## src/rtl/ddr_chroma_linebuf.sv

```systemverilog
// ddr_chroma_linebuf: single-clock line buffer for one chroma plane (U or V).
// DDR read beats (64-bit) are written sequentially from a wrapping word pointer.
// The pixel pipeline reads any byte, with a registered result one clock later.
// A clear pulse at the start of each line rewinds the write pointer.
// Optional status outputs (wcount, overflow) are built when the macro
// DDR_CHROMA_LINEBUF_STATUS_EN is defined. The data path is the same in both builds.
module ddr_chroma_linebuf #(
  parameter  int unsigned WORDS = 32,
  localparam int unsigned AW    = $clog2(WORDS),
  localparam int unsigned BAW   = AW + 3,
  localparam int unsigned CW    = AW + 1
) (
  input  logic           clk,
  input  logic           reset_n,
  input  logic           clear,
  input  logic [63:0]    wdata,
  input  logic           we,
  input  logic [BAW-1:0] raddr,
  output logic [7:0]     q
`ifdef DDR_CHROMA_LINEBUF_STATUS_EN
  ,
  output logic [CW-1:0]  wcount,
  output logic           overflow
`endif
);

  logic [63:0]   mem [WORDS];
  logic [AW-1:0] wptr;
  logic [AW-1:0] waddr_c;
  logic [63:0]   rd_word_c;

  // A clear in the same cycle as a write sends the beat to word 0.
  always_comb begin
    waddr_c   = clear ? '0 : wptr;
    rd_word_c = mem[raddr[BAW-1:3]];
  end

  // Write pointer: rewinds on clear, advances one word per beat.
  always_ff @(posedge clk or negedge reset_n) begin
    if (!reset_n) begin
      wptr <= '0;
    end else if (we) begin
      wptr <= AW'(waddr_c + AW'(1));
    end else if (clear) begin
      wptr <= '0;
    end
  end

  // Beat storage; contents survive reset and clear.
  always_ff @(posedge clk) begin
    if (we) begin
      mem[waddr_c] <= wdata;
    end
  end

  // Registered byte read; a same-cycle write to that word returns the old byte.
  always_ff @(posedge clk or negedge reset_n) begin
    if (!reset_n) begin
      q <= 8'h00;
    end else begin
      q <= rd_word_c[{raddr[2:0], 3'b000} +: 8];
    end
  end

`ifdef DDR_CHROMA_LINEBUF_STATUS_EN
  // Beat count since line start (saturating) and sticky overrun flag.
  always_ff @(posedge clk or negedge reset_n) begin
    if (!reset_n) begin
      wcount   <= '0;
      overflow <= 1'b0;
    end else if (clear) begin
      wcount   <= we ? CW'(1) : '0;
      overflow <= 1'b0;
    end else if (we) begin
      if (wcount == CW'(WORDS)) begin
        overflow <= 1'b1;
      end else begin
        wcount <= CW'(wcount + CW'(1));
      end
    end
  end
`endif

endmodule

```

## config.mk

```make
export PLATFORM = sky130hd
export DESIGN_NAME = ddr_chroma_linebuf
export DESIGN_NICKNAME = d
export VERILOG_FILES = /design/src/rtl/ddr_chroma_linebuf.sv
export SDC_FILE = /design/constraint.sdc
export NUM_CORES = 2
export LEC_CHECK = 0
export CAP_MARGIN = 10
export CORE_MARGIN = 3
export CORE_UTILIZATION = 62
export CTS_CLUSTER_SIZE = 16
export DETAILED_ROUTE_END_ITERATION = 10
export HOLD_SLACK_MARGIN = 0.02
export PLACE_DENSITY = 0.85
export SYNTH_ARGS = -nofsm -noshare
export SYNTH_HDL_FRONTEND = slang
export SYNTH_SLANG_ARGS = --single-unit
export TNS_END_PERCENT = 5
```

## constraint.sdc

```tcl
create_clock -name clk -period 4.9 [get_ports clk]
set_clock_uncertainty 0.1 [all_clocks]
set_input_delay 0.98 -clock clk [delete_from_list [all_inputs] [get_ports clk]]
set_output_delay 0.98 -clock clk [all_outputs]
set_load 0.005 [all_outputs]
```

-- Word level (Yosys, flattened, before mapping)
Memory sizes are Yosys's and may differ from the RTL's.
Cells that the tools add are included.
- shift operators: 1
- muxes and demuxes: 4
- $add $sub $neg: 1
- operators by type and width (kind ; number):
    64-bit by 7-bit indexed part select with 8-bit output ; 1
    5-bit two-way mux ; 2
    5-bit by 1-bit adder with 5-bit output (second input constant) ; 1
    1-bit two-way mux ; 2
- bits in writable memories: 2048
- memories kept: 1
- bits in registers: 13
- output and inout port bits: 8
- logic and storage cells: 9
- memories (memory ; words ; width ; rd ports ; clocked after Yosys merged registers in ; write ports ; line ; RTL):
    mem ; 32 ; 64 ; 1 ; 0 ; 1 ; 27 ; logic [63:0] mem [WORDS];

-- Logic depth before layout (Yosys ltp)
- depth after elaboration: 3
- depth in mapped cells: 12
- gate-level depth less buffers: 7

-- Worst setup path before layout
Ideal clock, no wire load.
- kind: input to register
- start: input clear
- end: memory mem[23][0], enable pin
- setup time: 487 ps
- stages on the path: 5
- setup slack: -5 ps
- data required time: 4313 ps
- arrival: 4319 ps
- path buffers: 0
- cells stage by stage: nand2b_1 inv_1 ha_1 nand2_1 nor2_1
- cells in the longest elaborated chain, start to end: 1
- RTL lines (what ; line ; RTL):
    start, declared ; 15 ; input logic clear,
    5-bit two-way mux ; -- ;
    end, declared ; 27 ;
Every way passes these cells.

-- Worst setup path after layout
- start: input raddr[4]
- end: register q[6]
- cells in the longest elaborated chain, start to end: 2
- RTL lines (what ; line ; RTL):
    start, declared ; 18 ; input logic [BAW-1:0] raddr,
    memory 32 x 64 bit ; -- ;
    64-bit by 7-bit indexed part select with 8-bit output ; 61 ; q <= rd_word_c[{raddr[2:0], 3'b000} +: 8];
    end signal, assigned ; 61 ;
    end, declared ; 19 ; output logic [7:0] q
Every way passes these cells.

==> impl_metrics.yaml <==
status:
  outcome: "finished, final reports clean"
routing:
  vias: 42928
  drtAntennaViolNets: 0
  routed_via_density: 7.71
  first_pass_iters: 8
  wl_per_cell_um: 41.7
  drc: 0
  wl_um: 232000
  drt_iter0_drc: 8912
global_routing:
  grtUsageTotal_pct: 35.8
  gr-usage-met3_pct: 11.2
  grt_pass1_vias: 44130
  overflow: 0
  met2_usage_pct: 54.3
  antenna_found_initial: 14
  use_met1_pct: 46.0
  grt_busiest_layer: "met2"
  grt_max_degree: 87
  grt_first_pass_wirelength_um: 327000
power:
  leakage_uw: 0.0277
  p_sw_share_pct: 21.8
  switchingPower_uw: 7940
  combPwrFrac_pct: 5.2
  p_per_area_mw_per_mm2: 410
  vdd_drop_max_uv: 308
  p_clk_share_pct: 41.0
  internal_power_uw: 28400
  p_seq_share_pct: 53.9
floorplan:
  die_area_mm2: 0.131
  fp.dieH_um: 362
  ioPinCount: 84
  rows: 130
  core_mm2: 0.126
  initial_core_util_pct: 62.5
  chipWidth_um: 362
clock_network:
  max-clock-path-buffers: 3
  ctsResizeCount: 0
  h-tree-depth: 4
  clk_latency_ns: 0.83
  clkTransAtPathRegs_ns: 0.07
  cts_tree: "yes"
  postCtsSetupRepairBufs: 0
  cts_root_buffer: "clkbuf_16"
  cts-hold-fix-buffers: 0
  cts_buffers: 188
  cts.sinks: 2061
timing:
  hold_viol: 0
  layout_setup_ws_ns: 0.483
  tightest_slew_ns: 1.37
  slew_headroom_pct: 8.07
  fin_crit_ns: 4.42
  finalCritPeriodShare_pct: 90.1
  setup_violations: 0
  setup_tns_ns: 0
  slew_violations: 0
  max_freq_mhz: 226
  rsz0062_at_grt: "no"
final_layout:
  final_core_util_pct: 70.4
  fillerInstances: 6509
  area_delta_synth_final_pct: 12.7
  layout.nets: 3824
  final_area_mm2: 0.0887
  fin_cells: 5567
  drive_above_1_share_pct: 24.2
hold_path:
  hold_path.class: "reg2reg"
synth:
  synthFlopType: "edfxtp_1"
  synthCells: 3508
  yosys.area.top_type: "edfxtp_1"
  ys_seq_area_share_pct: 78.6
  ys_async_sr_fraction_pct: 0.631
  synthTopCellsByArea: "edfxtp_1, mux4_2, mux2i_1"
  synth_cell_types: 59
  syn_area_mm2: 0.0787
  ys_ff_latch: 2061
  synth_area_per_cell_um2: 22.4
  synth_edf_count: 2048
  yosys_warnings: 0
  syn-num-nets: 3588
  yosysTopAreaCellShare_pct: 78.1
place:
  portBuffers: 83
  hpwl_um: 112000
  preCtsSetupSlack_ns: 0.115
  routabilityCongestion: 0.819
  numPlacedInstances: 5201
  dpl_cell_area_mm2: 0.0824
worst_setup_path:
  start_kind: "input port"
  crit_type: "in2reg"
  endpoint_kind: "flip-flop"
  arrival_ns: 5.02
  critPathMaxFanout: 58
  critPathRequiredTime_ns: 5.50
job:
  drv_cap: 0
[synth_stat cells, types with 14 or more instances]
cell type	n
buf_2	67
mux2i_1	147
mux4_2	432
nand2_1	26
edfxtp_1	2048
clkbuf_1	51
a22o_1	17
buf_6	25
a31oi_1	17
nor2_1	57
nor4_1	20
a21oi_1	100
a22oi_1	139
buf_4	37
nor2b_1	14
o21ai_0	26
a221oi_1	17
nor3_1	34
o221ai_1	40
o22ai_1	42
[per-layer routing]
layer | wire length, um | part of all wire (%) | up-vias
li1 | - | - | 15504
met1 | 69600 | 30 | 21288
met2 | 108000 | 46 | 4949
met3 | 37000 | 16 | 1177
met4 | 17600 | 7.6 | 10
met5 | 52 | 0.022 | -
[final cells by class]
cell class                      count  area [um^2]  area share, %
Sequential cell                  2061        61800           69.7
Multi-Input combinational cell   1237        15800           17.8
Clock buffer                      238         5090           5.74
Timing Repair Buffer              251         2850           3.22
Tap cell                         1650         2060           2.33
Clock inverter                    113         1020           1.15
Antenna cell                       12         30.0         0.0339
Inverter                            5         18.8         0.0212
[flip-flops by register name, summed over array words and instances (netlist names)]
name	cells
mem	2048
q	8
wptr	5
[per-stage QoR]
stage	total power, uW	hold slack (ns)
final	36300	0.528
after floorplan	20900	0.459
after CTS	36300	0.532
after detailed placement	21700	0.521
after global routing	37000	0.580
after global placement	21600	0.499
[power groups by stage]
stage | Clock [uW] | Combinational [uW] | Sequential (uW)
2_1_floorplan | 0 | 969 | 19900
3_3_place_gp | 0 | 1670 | 19900
3_5_place_dp | 0 | 1730 | 19900
4_1_cts | 14900 | 1810 | 19600
5_1_grt | 15500 | 1920 | 19600
6_report | 14900 | 1880 | 19600
[cell usage in the layout (no fill, tap or decap), drive strengths merged, types with 20 or more instances in the layout]
master / n
o221ai: 40
a22oi: 139
nor3: 34
o22ai: 42
buf: 172
nor4: 20
edfxtp: 2048
mux2i: 147
clkdlybuf4s50: 77
o21ai: 26
clkinv: 76
clkbuf: 240
mux4: 432
nand2: 26
a21oi: 100
nor2: 57
[path summary, 6_finish.rpt]
kind / start / to / slack (ns) / depth (start not counted)
max reg2reg: mem[15][54]$_DFFE_PP_ / q[6]$_DFF_PN0_ / 1.54 / 6
min: wptr[3]$_DFF_PN0_ / wptr[3]$_DFF_PN0_ / 0.53 / 2
max: raddr[4] / q[6]$_DFF_PN0_ / 0.48 / 8
min reg2reg: wptr[3]$_DFF_PN0_ / wptr[3]$_DFF_PN0_ / 0.53 / 2
max in group asynchronous: reset_n / q[7]$_DFF_PN0_ / 3.23 / 1
min in group asynchronous: reset_n / wptr[2]$_DFF_PN0_ / 0.71 / 1
[critical path, cell delays in order]
cell and delay, ns:
buf_8 0.54, or2_2 1.01, nor2_1 0.18, a2111oi_0 0.58
nor3_1 0.10, nor4_1 0.92, a31oi_1 0.32, and3b_1 0.29
[logic make-up (layout without fill, tap and decap cells)]
kind of cell	count (synthesis)	after routing	synth area share, %
AO/OA/AOI/OAI	435	435	3.81
XOR/XNOR	4	4	0.0445
adder cells (fa/ha/maj)	4	4	0.0636
buffers and inverters	210	607	1.79
flip-flops	2061	2061	78.6
multiplexers	591	591	14.4
other	0	12	0
AND/OR/NAND/NOR	203	203	1.33
No activity file was read; power rests on OpenSTA's default activity.
